<file path="config.mk">
export PLATFORM = sky130hd
export DESIGN_NAME = writeback_stage
export DESIGN_NICKNAME = d
export VERILOG_FILES = /design/src/rtl/writeback_stage_pkg.sv /design/src/rtl/wb_scoreboard.sv /design/src/rtl/writeback_stage.sv
export SDC_FILE = /design/constraint.sdc
export NUM_CORES = 1
export LEC_CHECK = 0
export ABC_AREA = 1
export CAP_MARGIN = 0
export CELL_PAD_IN_SITES_DETAIL_PLACEMENT = 0
export CELL_PAD_IN_SITES_GLOBAL_PLACEMENT = 1
export CORE_MARGIN = 5
export CORE_UTILIZATION = 39
export CTS_CLUSTER_SIZE = 12
export DETAILED_ROUTE_END_ITERATION = 10
export HOLD_SLACK_MARGIN = 0.12
export PLACE_DENSITY = 0.95
export SYNTH_ARGS = -nofsm -noshare
export SYNTH_HDL_FRONTEND = slang
export SYNTH_HIERARCHICAL = 1
export SYNTH_SLANG_ARGS = --single-unit
</file>
<file path="constraint.sdc">
create_clock -name clk -period 6.3 [get_ports clk]
set_input_delay 1.575 -clock clk [delete_from_list [all_inputs] [get_ports clk]]
set_output_delay 1.575 -clock clk [all_outputs]
set_load 0.02 [all_outputs]
</file>
<file path="src/rtl/writeback_stage_pkg.sv">
// writeback_stage_pkg: shared widths and latency defaults for the writeback slice
package writeback_stage_pkg;
  localparam int WB_DATA_WIDTH = 32;
  localparam int WB_REG_ADDR_WIDTH = 5;
  localparam int WB_NUM_REGS = 32;
  localparam int WB_EXE_LATENCY = 2;
endpackage

</file>
<file path="src/rtl/wb_scoreboard.sv">
// wb_scoreboard: pending-write mask with RAW/WAW hazard decode for the decoder
module wb_scoreboard import writeback_stage_pkg::*; #(
  parameter int REG_ADDR_WIDTH = WB_REG_ADDR_WIDTH,
  parameter int NUM_REGS = WB_NUM_REGS
) (
  input  logic                      clk,
  input  logic                      reset,
  input  logic                      set_en,
  input  logic [REG_ADDR_WIDTH-1:0] set_idx,
  input  logic                      clr_en,
  input  logic [REG_ADDR_WIDTH-1:0] clr_idx,
  input  logic                      uop_valid,
  input  logic [REG_ADDR_WIDTH-1:0] rs1_addr,
  input  logic [REG_ADDR_WIDTH-1:0] rs2_addr,
  input  logic [REG_ADDR_WIDTH-1:0] rd_addr,
  input  logic                      rd_we,
  output logic                      hazard_stall
);
  logic [NUM_REGS-1:0] pending, set_mask, clr_mask;
  always_comb begin
    set_mask = '0;
    clr_mask = '0;
    set_mask[set_idx] = set_en && (set_idx != '0);
    clr_mask[clr_idx] = clr_en;
  end
  // set wins over a simultaneous clear of the same index
  always_ff @(posedge clk)
    pending <= reset ? '0 : (pending & ~clr_mask) | set_mask;
  assign hazard_stall = uop_valid & (pending[rs1_addr] | pending[rs2_addr] | (rd_we & pending[rd_addr]));
endmodule

</file>
<file path="src/rtl/writeback_stage.sv">
// writeback_stage: tags results with their rd across the execution latency and drives the RF write port
module writeback_stage import writeback_stage_pkg::*; #(
  parameter int DATA_WIDTH = WB_DATA_WIDTH,
  parameter int REG_ADDR_WIDTH = WB_REG_ADDR_WIDTH,
  parameter int EXE_LATENCY = WB_EXE_LATENCY
) (
  input  logic                      clk,
  input  logic                      reset,
  input  logic                      uop_valid_in,
  input  logic                      system_stall,
  input  logic [REG_ADDR_WIDTH-1:0] rd_in,
  input  logic                      rd_we_in,
  input  logic [REG_ADDR_WIDTH-1:0] rs1_addr,
  input  logic [REG_ADDR_WIDTH-1:0] rs2_addr,
  input  logic [DATA_WIDTH-1:0]     exe_result,
  input  logic                      exe_result_valid,
  output logic                      rf_wr_en,
  output logic [REG_ADDR_WIDTH-1:0] rf_wr_addr,
  output logic [DATA_WIDTH-1:0]     rf_wr_data,
  output logic                      hazard_stall,
  output logic                      align_error,
  output logic [31:0]               retired_count
);
  logic [EXE_LATENCY-1:0] line_valid, line_we;
  logic [EXE_LATENCY-1:0][REG_ADDR_WIDTH-1:0] line_rd;
  logic accept, tail_valid, tail_we, commit, misaligned, clr_en;
  logic [REG_ADDR_WIDTH-1:0] tail_rd, clr_idx;
  assign accept = uop_valid_in & ~system_stall & ~hazard_stall;
  assign tail_valid = line_valid[EXE_LATENCY-1];
  assign tail_we = line_we[EXE_LATENCY-1];
  assign tail_rd = line_rd[EXE_LATENCY-1];
  assign commit = tail_valid & exe_result_valid;
  assign misaligned = tail_valid ^ exe_result_valid;
  // the line never stalls because execution never stalls
  always_ff @(posedge clk) begin
    if (reset) begin
      line_valid <= '0;
      line_we <= '0;
      line_rd <= '0;
      rf_wr_en <= 1'b0;
      rf_wr_addr <= '0;
      rf_wr_data <= '0;
      align_error <= 1'b0;
      retired_count <= '0;
      clr_en <= 1'b0;
      clr_idx <= '0;
    end else begin
      line_valid[0] <= accept;
      line_we[0] <= rd_we_in;
      line_rd[0] <= rd_in;
      for (int i = 1; i < EXE_LATENCY; i++) begin
        line_valid[i] <= line_valid[i-1];
        line_we[i] <= line_we[i-1];
        line_rd[i] <= line_rd[i-1];
      end
      rf_wr_en <= commit & tail_we & (tail_rd != '0);
      rf_wr_addr <= commit ? tail_rd : rf_wr_addr;
      rf_wr_data <= commit ? exe_result : rf_wr_data;
      align_error <= align_error | misaligned;
      retired_count <= retired_count + 32'(commit);
      clr_en <= tail_valid & tail_we;
      clr_idx <= tail_rd;
    end
  end
  // pending bit drops on the edge that ends the RF write cycle
  wb_scoreboard #(.REG_ADDR_WIDTH(REG_ADDR_WIDTH), .NUM_REGS(2**REG_ADDR_WIDTH)) u_scoreboard (
    .clk(clk),
    .reset(reset),
    .set_en(accept & rd_we_in),
    .set_idx(rd_in),
    .clr_en(clr_en),
    .clr_idx(clr_idx),
    .uop_valid(uop_valid_in),
    .rs1_addr(rs1_addr),
    .rs2_addr(rs2_addr),
    .rd_addr(rd_in),
    .rd_we(rd_we_in),
    .hazard_stall(hazard_stall)
  );
endmodule

</file>
==> impl_metrics.csv, run 1 <==
group,metric,value,unit
status,outcome,"completed",
clock_network,cts_buffers,17,
clock_network,post-cts-setup-buffer-count,0,
layout,regArea,2460,sq um
clock_network,cts_tree,"done",
layout,area_delta_synth_final,32.3,%
layout,nNetsFinal,1071,
worst_setup_path,r2r-start,"u_scoreboard/pending[13]",
worst_setup_path,startpoint,"rs2_addr[0]",
sta,maxSlewHeadroom,0.346,
logic_synthesis,netlist_instances,898,
logic_synthesis,ys_ff_latch,123,
power,p_total,1.95,mW
sta,fin_skew,0.00950,ns
place,hpwl,12800,microns
place,placed_cell_area,7290,sq um
worst_hold_path,hold_class,"flip-flop to flip-flop",
detailed_routing,drtIter0Drc,489,
global_route,grt_max_degree,67,
worst_setup_path,timing.reg2reg.setup_slack,3.38,ns
logic_synthesis,synth_nets,955,
logic_synthesis,synthTopCellsByArea,"dfxtp_1 41%, nand2_1 13%, nor2_1 9.7%",
layout,multiInputGateArea,2980,sq um
global_route,grt_pass1_wl,29000,microns
logic_synthesis,syn_area,5970,sq um
clock_network,cts-hold-fix-buffers,0,
global_route,grt_overflow,0,
worst_setup_path,cp_top_family,"buffers and inverters",
worst_setup_path,cp-endpoint,"hazard_stall",
sta,rsz0062_at_grt,"no",
layout,final_common_cell,"nand2_1",
place,gp_congestion,0.935,
die,die_width,134,microns
worst_setup_path,crit_fanout,18,
die,pin_count,125,
layout,num_antenna_cells,0,
sta,whs,0.407,ns
clock_network,cts-htree-levels,4,
global_route,antenna_found_initial,0,
layout,drive_gt1_frac,0.0613,
die,initial_core_util,0.396,
global_route,grt_pass1_vias,5487,
die,rows,45,
layout,final_area,7910,sq um
sta,slew_violations,0,
logic_synthesis,synth.top_cell.area_share,0.412,
detailed_routing,wire_per_inst,15.1,microns
logic_synthesis,ys_seq_area_frac,0.412,
detailed_routing,vias_per_cell,5.03,
worst_setup_path,cp.depth,11,
sta,tightest_slew,0.980,ns
clock_network,clk_path_buf_depth,2,
logic_synthesis,yosys_warnings,6,
clock_network,clock-sinks,123,
power,power.density,247,nW/um^2
worst_setup_path,cpPeakStageDelay,0.88,ns
worst_setup_path,worstPathCellList,"clkdlybuf4s50_1 > inv_4 > nand2_1 > nand3_1 > nand3_1 > nand3_1 > nand3_1 > nand2_1 > nor2_1 > a21oi_1 > clkdlybuf4s50_1",
worst_setup_path,cp_slowest_cell,"clkdlybuf4s50_1",
clock_network,cts-resized-gates,0,
die,core,15100,sq um
worst_setup_path,r2r-end,"u_scoreboard/pending[26]",
worst_setup_path,start_kind,"primary input",
detailed_routing,drc_errors,0,
die,fp.dieH,134,microns
sta,max_freq,0.178,GHz
sta,fin_tns_setup,0,ns
layout,nFillCells,1461,
worst_setup_path,cp_num_buf_inv,3,
place,dp.cells,1183,
place,io_buffer_count,124,
sta,setup_violations,0,
sta,hold_violations,0,
layout,mostFrequentLayoutCells,"208 x nand2_1, 155 x nor2_1, 123 x dfxtp_1, 123 x clkdlybuf4s50_1, 98 x nand3_1",
sta,min_period,5.62,ns
logic_synthesis,avgSynthCellArea,6.65,sq um
detailed_routing,vias,6111,
worst_setup_path,rr_worst_depth,16,
detailed_routing,antenna_left,0,
worst_setup_path,criticalPathCategory,"primary input to output pin",
logic_synthesis,synth_cell_types,33,
run,drv_cap,0,
worst_setup_path,cp.arrival,4.05,ns
clock_network,clk_pin_slew,0.05,ns
clock_network,clk_latency,0.41,ns
worst_setup_path,crit_path_frequent_cell,"nand3_1",
clock_network,cts_root_buffer,"clkbuf_16",
worst_setup_path,worstPathRequired,4.72,ns
power,p_leak,3.07,nW
logic_synthesis,synth_area_leader_cell,"dfxtp_1",
global_route,grt_use_total,0.202,
detailed_routing,drt-total-wl,18300,microns
layout,finalNonFillerCells,1215,
worst_setup_path,worst_setup_path_end_kind,"output pin",
die,die_area,17900,sq um
detailed_routing,firstDrtPassIters,5,
power,peakVddDrop,0.194,mV
sta,finalCritPeriodShare,0.893,
-- worst min-delay path by stage --
stage	slack [ns]	endpoint	start	depth (start not counted)
final	0.41	line_valid[1]	line_valid[0]	2
after floorplan	0.39	line_valid[1]	line_valid[0]	2
after CTS	0.41	tail_rd[2]	line_rd[2]	2
after global routing	0.43	tail_rd[2]	line_rd[2]	2
after detailed placement	0.39	tail_rd[2]	line_rd[2]	2
after global placement	0.39	tail_rd[4]	line_rd[4]	2
-- worst reg2reg max path, delay by kind of cell (launching register included) --
family	cells	cell delay, ns
buffers and inverters	2	0.20
DFF	1	0.39
AOI/OAI and AO/OA	2	0.30
and+or+nand+nor	12	1.95
-- layout make-up --
class,count,share of cell area
tap,188,0.0298
clock buffer,21,0.0570
timing repair buffer,130,0.162
clock inverter,11,0.0214
sequential,123,0.311
multi-input combinational,656,0.377
inverter,86,0.0412
-- cell usage after synthesis --
master	n
a21o_1	1
a21oi_1	61
and2_1	4
and3_1	1
buf_2	7
buf_4	8
buf_6	4
buf_8	1
clkbuf_1	13
dfxtp_1	123
ha_1	4
inv_1	83
inv_2	2
inv_4	1
nand2_1	208
nand2_2	4
nand2_4	2
nand3_1	98
nand3_2	1
nand3b_1	1
nor2_1	155
nor2_2	8
nor2_4	4
nor2_8	1
nor3_1	11
nor3_2	3
o2111ai_1	1
o21a_1	1
o21ai_0	79
o21ai_1	2
or2_1	2
or3b_2	1
xor2_1	3
-- state kept, by name, summed over array words and instances, names as in the netlist --
register,flops
retired_count,32
rf_wr_data,32
u_scoreboard/pending,32
clr_idx,5
line_rd,5
rf_wr_addr,5
tail_rd,5
line_valid,2
line_we,2
align_error,1
clr_en,1
rf_wr_en,1
-- cells by family (layout without fill, tap and decap cells) --
family          Yosys count  after routing  synth area share
flops                   123            123             0.412
simple gates            504            504             0.363
fa+ha+maj                 4              4           0.00838
buf+inv                 119            248            0.0886
compound gates          145            145             0.123
xor+xnor                  3              3           0.00440
-- through the flow --
step / setup WS [ns] / utilization
floorplan: 2.08 / -
global placement: 0.725 / 0.483
detailed placement: 0.727 / 0.483
CTS: 0.717 / 0.524
global route: 0.540 / 0.524
finish: 0.677 / 0.524
-- power breakdown --
part           total [mW]  internal, mW  switching (mW)
Sequential          0.794         0.789         0.00554
Clock                1.02         0.671           0.350
Combinational       0.139        0.0609          0.0777
Total                1.95          1.52           0.434
-- layer usage --
metal	vias to the layer above	share of wire	wire length, microns	track usage
li1	3114	-	-	-
met1	2758	0.45	8320	0.274
met2	220	0.44	8090	0.302
met3	19	0.090	1640	0.0691
met4	0	0.014	248	0.0651
met5	-	0	0	0
Power figures use the tool's default switching activity.
==> run 2, diff against run 1 <==
- CTS_CLUSTER_DIAMETER: unset -> 100
- clock period: 6.3 -> 6.5 ns (I/O delays scaled with it)
==> run 2 against run 1 <==
Net effect: setup slack improved by 0.11 ns; combinational power decreased by 4%; utilization decreased by 0.33 points; non-clock buffer count decreased by 1; first-iteration DRC count decreased by 16%; design area decreased by 0.63%; global-route usage increased by 0.38 points.
==> impl_metrics.csv, run 2 (same netlist as run 1, synthesis figures left out) <==
group,metric,value,unit
sta,finalWorstSetupSlack,0.784,ns
sta,fin_skew,0.00790,ns
clock_network,clock-sinks,123,
layout,top_regs,"retired_count (32), rf_wr_data (32), u_scoreboard/pending (32)",
layout,num_antenna_cells,0,
detailed_routing,drc_errors,0,
clock_network,cts-hold-fix-buffers,0,
clock_network,clk_pin_slew,0.06,ns
layout,fin_util,0.521,
sta,hold_violations,0,
detailed_routing,vias,6110,
die,die_width,134,microns
worst_hold_path,worst_hold_path.num_cells,2,
clock_network,cts_tree,"done",
worst_setup_path,rr_worst_depth,16,
detailed_routing,wire_per_inst,15.0,microns
sta,setup_violations,0,
clock_network,cts-resized-gates,0,
detailed_routing,antenna_left,0,
worst_setup_path,start_kind,"primary input",
sta,maxSlewHeadroom,0.311,
die,rows,45,
worst_hold_path,holdPathEnd,"tail_rd[3]",
worst_setup_path,cpPeakStageDelay,0.88,ns
worst_setup_path,cp.arrival,4.09,ns
die,pin_count,125,
sta,slew_violations,0,
worst_setup_path,cp_slowest_cell,"clkdlybuf4s50_1",
power,peakVddDrop,0.208,mV
worst_setup_path,crit_path_frequent_cell,"nand3_1",
layout,mostFrequentLayoutCells,"208 x nand2_1, 155 x nor2_1, 123 x dfxtp_1, 123 x clkdlybuf4s50_1, 98 x nand3_1",
detailed_routing,drtIter0Drc,413,
layout,drive_gt1_frac,0.0624,
worst_setup_path,r2r-end,"u_scoreboard/pending[24]",
clock_network,cts_buffers,17,
status,outcome,"completed",
place,hpwl,12800,microns
clock_network,cts-htree-levels,4,
worst_setup_path,criticalPathCategory,"primary input to output pin",
global_route,grt_max_degree,67,
global_route,antenna_found_initial,0,
worst_hold_path,hp-start,"line_rd[3]",
clock_network,clk_latency,0.42,ns
global_route,grt_overflow,0,
global_route,grt_pass1_wl,29400,microns
sta,max_freq,0.175,GHz
worst_setup_path,worst_setup_path_end_kind,"output pin",
layout,final_area,7860,sq um
power,p_total,1.82,mW
die,initial_core_util,0.396,
layout,nNetsFinal,1070,
sta,rsz0062_at_grt,"no",
global_route,grt_use_total,0.206,
die,fp.dieH,134,microns
detailed_routing,firstDrtPassIters,5,
clock_network,cts_root_buffer,"clkbuf_16",
detailed_routing,drt-total-wl,18200,microns
layout,final_common_cell,"nand2_1",
sta,min_period,5.72,ns
clock_network,clk_path_buf_depth,2,
place,gp_congestion,0.939,
run,drv_cap,0,
sta,finalCritPeriodShare,0.879,
worst_setup_path,r2r-start,"u_scoreboard/pending[25]",
worst_setup_path,crit_fanout,18,
worst_setup_path,timing.reg2reg.setup_slack,3.40,ns
power,power.density,232,nW/um^2
place,pre_cts_slack,0.817,ns
sta,tightest_slew,1.03,ns
place,placed_cell_area,7280,sq um
clock_network,post-cts-setup-buffer-count,0,
place,io_buffer_count,124,
worst_setup_path,worstPathRequired,4.88,ns
global_route,grt_pass1_vias,5668,
layout,nFillCells,1516,
worst_setup_path,worstPathCellList,"clkdlybuf4s50_1 > inv_4 > nand2_1 > nand3_1 > nand3_1 > nand3_1 > nand3_1 > nand2_1 > nor2_1 > a21oi_1 > clkdlybuf4s50_1",
die,core,15100,sq um
detailed_routing,vias_per_cell,5.03,
sta,fin_tns_setup,0,ns
layout,area_delta_synth_final,31.5,%
die,die_area,17900,sq um
worst_hold_path,hold_class,"flip-flop to flip-flop",
power,p_leak,3.06,nW
run 2: per-layer routing:
layer  up-vias  share of wire  track usage
li1       3114              -            -
met2       223           0.44        0.305
met4         0          0.022       0.0703
met1      2749           0.45        0.271
met5         -              0            0
met3        24          0.092       0.0842
run 2: layout make-up:
type | count | area (sq um) | area share
Clock buffer | 18 | 429 | 0.0546
Clock inverter | 14 | 148 | 0.0188
Inverter | 86 | 325 | 0.0414
Multi-Input combinational cell | 656 | 2980 | 0.380
Sequential cell | 123 | 2460 | 0.313
Tap cell | 188 | 235 | 0.0299
Timing Repair Buffer | 129 | 1270 | 0.162
run 2: stage by stage:
| stage | hold slack, ns | instances |
|---|---|---|
| floorplan | 0.388 | 898 |
| global placement | 0.394 | 1182 |
| detailed placement | 0.395 | 1182 |
| CTS | 0.403 | 1214 |
| global route | 0.422 | 1214 |
| finish | 0.402 | 1214 |
run 2: critical path, delay by kind of cell:
family,cells,cell delay (ns)
buffers and inverters,3,1.61
AOI/OAI and AO/OA,1,0.11
and+or+nand+nor,7,0.73
run 2: how the worst max path moves through the flow:
stage | slack [ns] | from | cells past startpoint | to
floorplan | 2.18 | rs1_addr[1] | 10 | hazard_stall
global placement | 0.82 | rs2_addr[0] | 11 | hazard_stall
detailed placement | 0.82 | rs2_addr[0] | 11 | hazard_stall
CTS | 0.80 | rs2_addr[0] | 11 | hazard_stall
global route | 0.62 | rs2_addr[0] | 11 | hazard_stall
finish | 0.78 | rs2_addr[0] | 11 | hazard_stall
run 2: where the power goes:
| part | total (mW) | leakage (nW) | switching (mW) | internal [mW] |
|---|---|---|---|---|
| combinational | 0.134 | 1.78 | 0.0749 | 0.0589 |
| sequential | 0.770 | 0.995 | 0.00527 | 0.764 |
| clock | 0.919 | 0.280 | 0.355 | 0.564 |
| total | 1.82 | 3.06 | 0.435 | 1.39 |
==> run 3, diff against run 2 <==
- CORE_MARGIN: 5 -> unset
- CTS_CLUSTER_DIAMETER: 100 -> unset
==> run 3 against run 2 <==
Net effect: worst hold slack got worse by 0.0053 ns; non-clock buffer count is the same; critical path depth is the same; clock skew fell by 0.0011 ns; wire length shrank 3.9%; clock power increased by 4.0%; critical path type unchanged; maximum frequency fell by 0.53%; global-route usage is 2.1 points higher; highest routed layer unchanged; count of clock-buffer cells in the layout increased by 3; sequential share of layout area fell by 0.090 points.
==> impl_metrics.csv, run 3 (same netlist as run 1, synthesis figures left out) <==
group,metric,value,unit
sta,rsz0062_at_grt,"no",
worst_setup_path,cp_num_buf_inv,3,
clock_network,post-cts-setup-buffer-count,0,
worst_setup_path,crit_fanout,18,
sta,fin_skew,0.00683,ns
layout,area_delta_synth_final,31.9,%
sta,min_period,5.75,ns
sta,hold_violations,0,
layout,num_antenna_cells,0,
power,p_leak,3.07,nW
worst_setup_path,worst_setup_path_end_kind,"output pin",
power,peakVddDrop,0.188,mV
detailed_routing,wire_per_inst,14.4,microns
worst_hold_path,holdPathEnd,"tail_rd[3]",
die,core,14800,sq um
clock_network,cts-resized-gates,0,
worst_hold_path,hold_class,"flip-flop to flip-flop",
power,p_seq_frac,0.413,
power,switching_power,438,uW
die,rows,44,
power,netSwitchingFraction,0.235,
status,outcome,"completed",
clock_network,cts_root_buffer,"clkbuf_16",
clock_network,cts-htree-levels,4,
sta,finalCritPeriodShare,0.884,
clock_network,clk_latency,0.41,ns
power,power_frac_comb,0.073,
worst_setup_path,r2r-start,"u_scoreboard/pending[26]",
clock_network,cts_buffers,17,
layout,drive_gt1_frac,0.0624,
detailed_routing,antenna_left,0,
worst_setup_path,cp_top_family,"buffers and inverters",
die,die_area,15800,sq um
worst_hold_path,worst_hold_path.num_cells,2,
global_route,antenna_found_initial,0,
global_route,grt_use_total,0.227,
clock_network,clk_path_buf_depth,2,
global_route,grt_max_degree,67,
place,io_buffer_count,124,
sta,maxSlewHeadroom,0.350,
worst_setup_path,r2r-end,"u_scoreboard/pending[20]",
global_route,grt_overflow,0,
place,dp.cells,1178,
layout,top_regs,"retired_count (32), rf_wr_data (32), u_scoreboard/pending (32)",
clock_network,cts-hold-fix-buffers,0,
power,p_clk_frac,0.514,
detailed_routing,drtIter0Drc,450,
detailed_routing,vias,6160,
layout,nNetsFinal,1070,
worst_setup_path,crit_path_frequent_cell,"nand3_1",
detailed_routing,drt-total-wl,17400,microns
sta,fin_tns_setup,0,ns
sta,slew_violations,0,
layout,finalNonFillerCells,1210,
worst_setup_path,cp_slowest_cell,"clkdlybuf4s50_1",
clock_network,clock-sinks,123,
die,die_width,126,microns
worst_setup_path,rr_worst_depth,16,
die,pin_count,125,
detailed_routing,drc_errors,0,
sta,max_freq,0.174,GHz
worst_setup_path,start_kind,"primary input",
worst_setup_path,cpPeakStageDelay,0.89,ns
detailed_routing,vias_per_cell,5.09,
worst_setup_path,worstPathCellList,"clkdlybuf4s50_1 > inv_4 > nand2_1 > nand3_1 > nand3_1 > nand3_1 > nand3_1 > nand2_1 > nor2_1 > a21oi_1 > clkdlybuf4s50_1",
sta,whs,0.397,ns
clock_network,cts_tree,"done",
power,intPower,1.42,mW
clock_network,clk_pin_slew,0.06,ns
die,fp.dieH,126,microns
global_route,grt_pass1_wl,28800,microns
worst_hold_path,hp-start,"line_rd[3]",
layout,final_common_cell,"nand2_1",
power,power.density,236,nW/um^2
detailed_routing,firstDrtPassIters,5,
worst_setup_path,criticalPathCategory,"primary input to output pin",
sta,tightest_slew,0.974,ns
worst_setup_path,cp.arrival,4.12,ns
die,initial_core_util,0.405,
sta,setup_violations,0,
place,gp_congestion,0.894,
place,hpwl,12200,microns
run,drv_cap,0,
worst_setup_path,startpoint,"rs2_addr[0]",
worst_setup_path,worstPathRequired,4.88,ns
worst_setup_path,timing.reg2reg.setup_slack,3.39,ns
global_route,grt_pass1_vias,5795,
layout,mostFrequentLayoutCells,"208 x nand2_1, 155 x nor2_1, 123 x dfxtp_1, 123 x clkdlybuf4s50_1, 98 x nand3_1",
[run 3: changes by cell type in the layout (fill, tap and decap cells not counted), sizes merged]
cell      change
clkinv        -6
clkinvlp      +1
clkbuf        +3
inv           +2
[run 3: worst register-to-register path: stages (launching register included)]
cell     delay, ns
dfxtp_1       0.34
inv_1         0.11
nand2_1       0.07
nand3_1       0.08
nand3_1       0.09
nand2_1       0.08
nand2_1       0.05
nand3_1       0.07
nand2_1       0.07
nor2_1        0.20
a21oi_1       0.14
or3b_2        0.47
nor2_1        0.11
inv_1         0.11
nor3_1        0.73
nand2_1       0.12
a21oi_1       0.20
[run 3: how the worst max path moves through the flow]
stage	end	slack, ns	cells after the start
final	hazard_stall	0.75	11
after global routing	hazard_stall	0.56	11
after CTS	hazard_stall	0.79	11
after floorplan	hazard_stall	2.18	10
after detailed placement	hazard_stall	0.80	11
after global placement	hazard_stall	0.78	11
[run 3: area by class of cell]
type / count / area (sq um)
Clock buffer: 21 / 470
Clock inverter: 11 / 134
Fill cell: 1452 / 6880
Inverter: 86 / 325
Multi-Input combinational cell: 656 / 2980
Sequential cell: 123 / 2460
Tap cell: 184 / 230
Timing Repair Buffer: 129 / 1270
[run 3: per-stage QoR]
stage / cell area, sq um / power (mW) / utilization / setup slack, ns
finish: 7880 / 1.86 / 0.534 / 0.754
CTS: 7880 / 1.88 / 0.534 / 0.792
floorplan: 5970 / 0.861 / - / 2.18
detailed placement: 7270 / 0.921 / 0.493 / 0.799
global route: 7880 / 1.93 / 0.534 / 0.564
global placement: 7270 / 0.920 / 0.493 / 0.782
[run 3: layer usage]
metal / track usage / wire length [microns] / vias up
li1: - / - / 3101
met1: 0.305 / 8000 / 2782
met4: 0.0673 / 250 / 0
met2: 0.350 / 7670 / 254
met5: 0 / 0 / -
met3: 0.0692 / 1520 / 23
[run 3: power groups by stage]
stage | sequential (mW) | clock, mW | combinational, mW
finish | 0.769 | 0.956 | 0.136
detailed placement | 0.786 | 0 | 0.135
CTS | 0.769 | 0.971 | 0.136
global route | 0.770 | 1.01 | 0.151
floorplan | 0.790 | 0 | 0.0702
global placement | 0.785 | 0 | 0.135
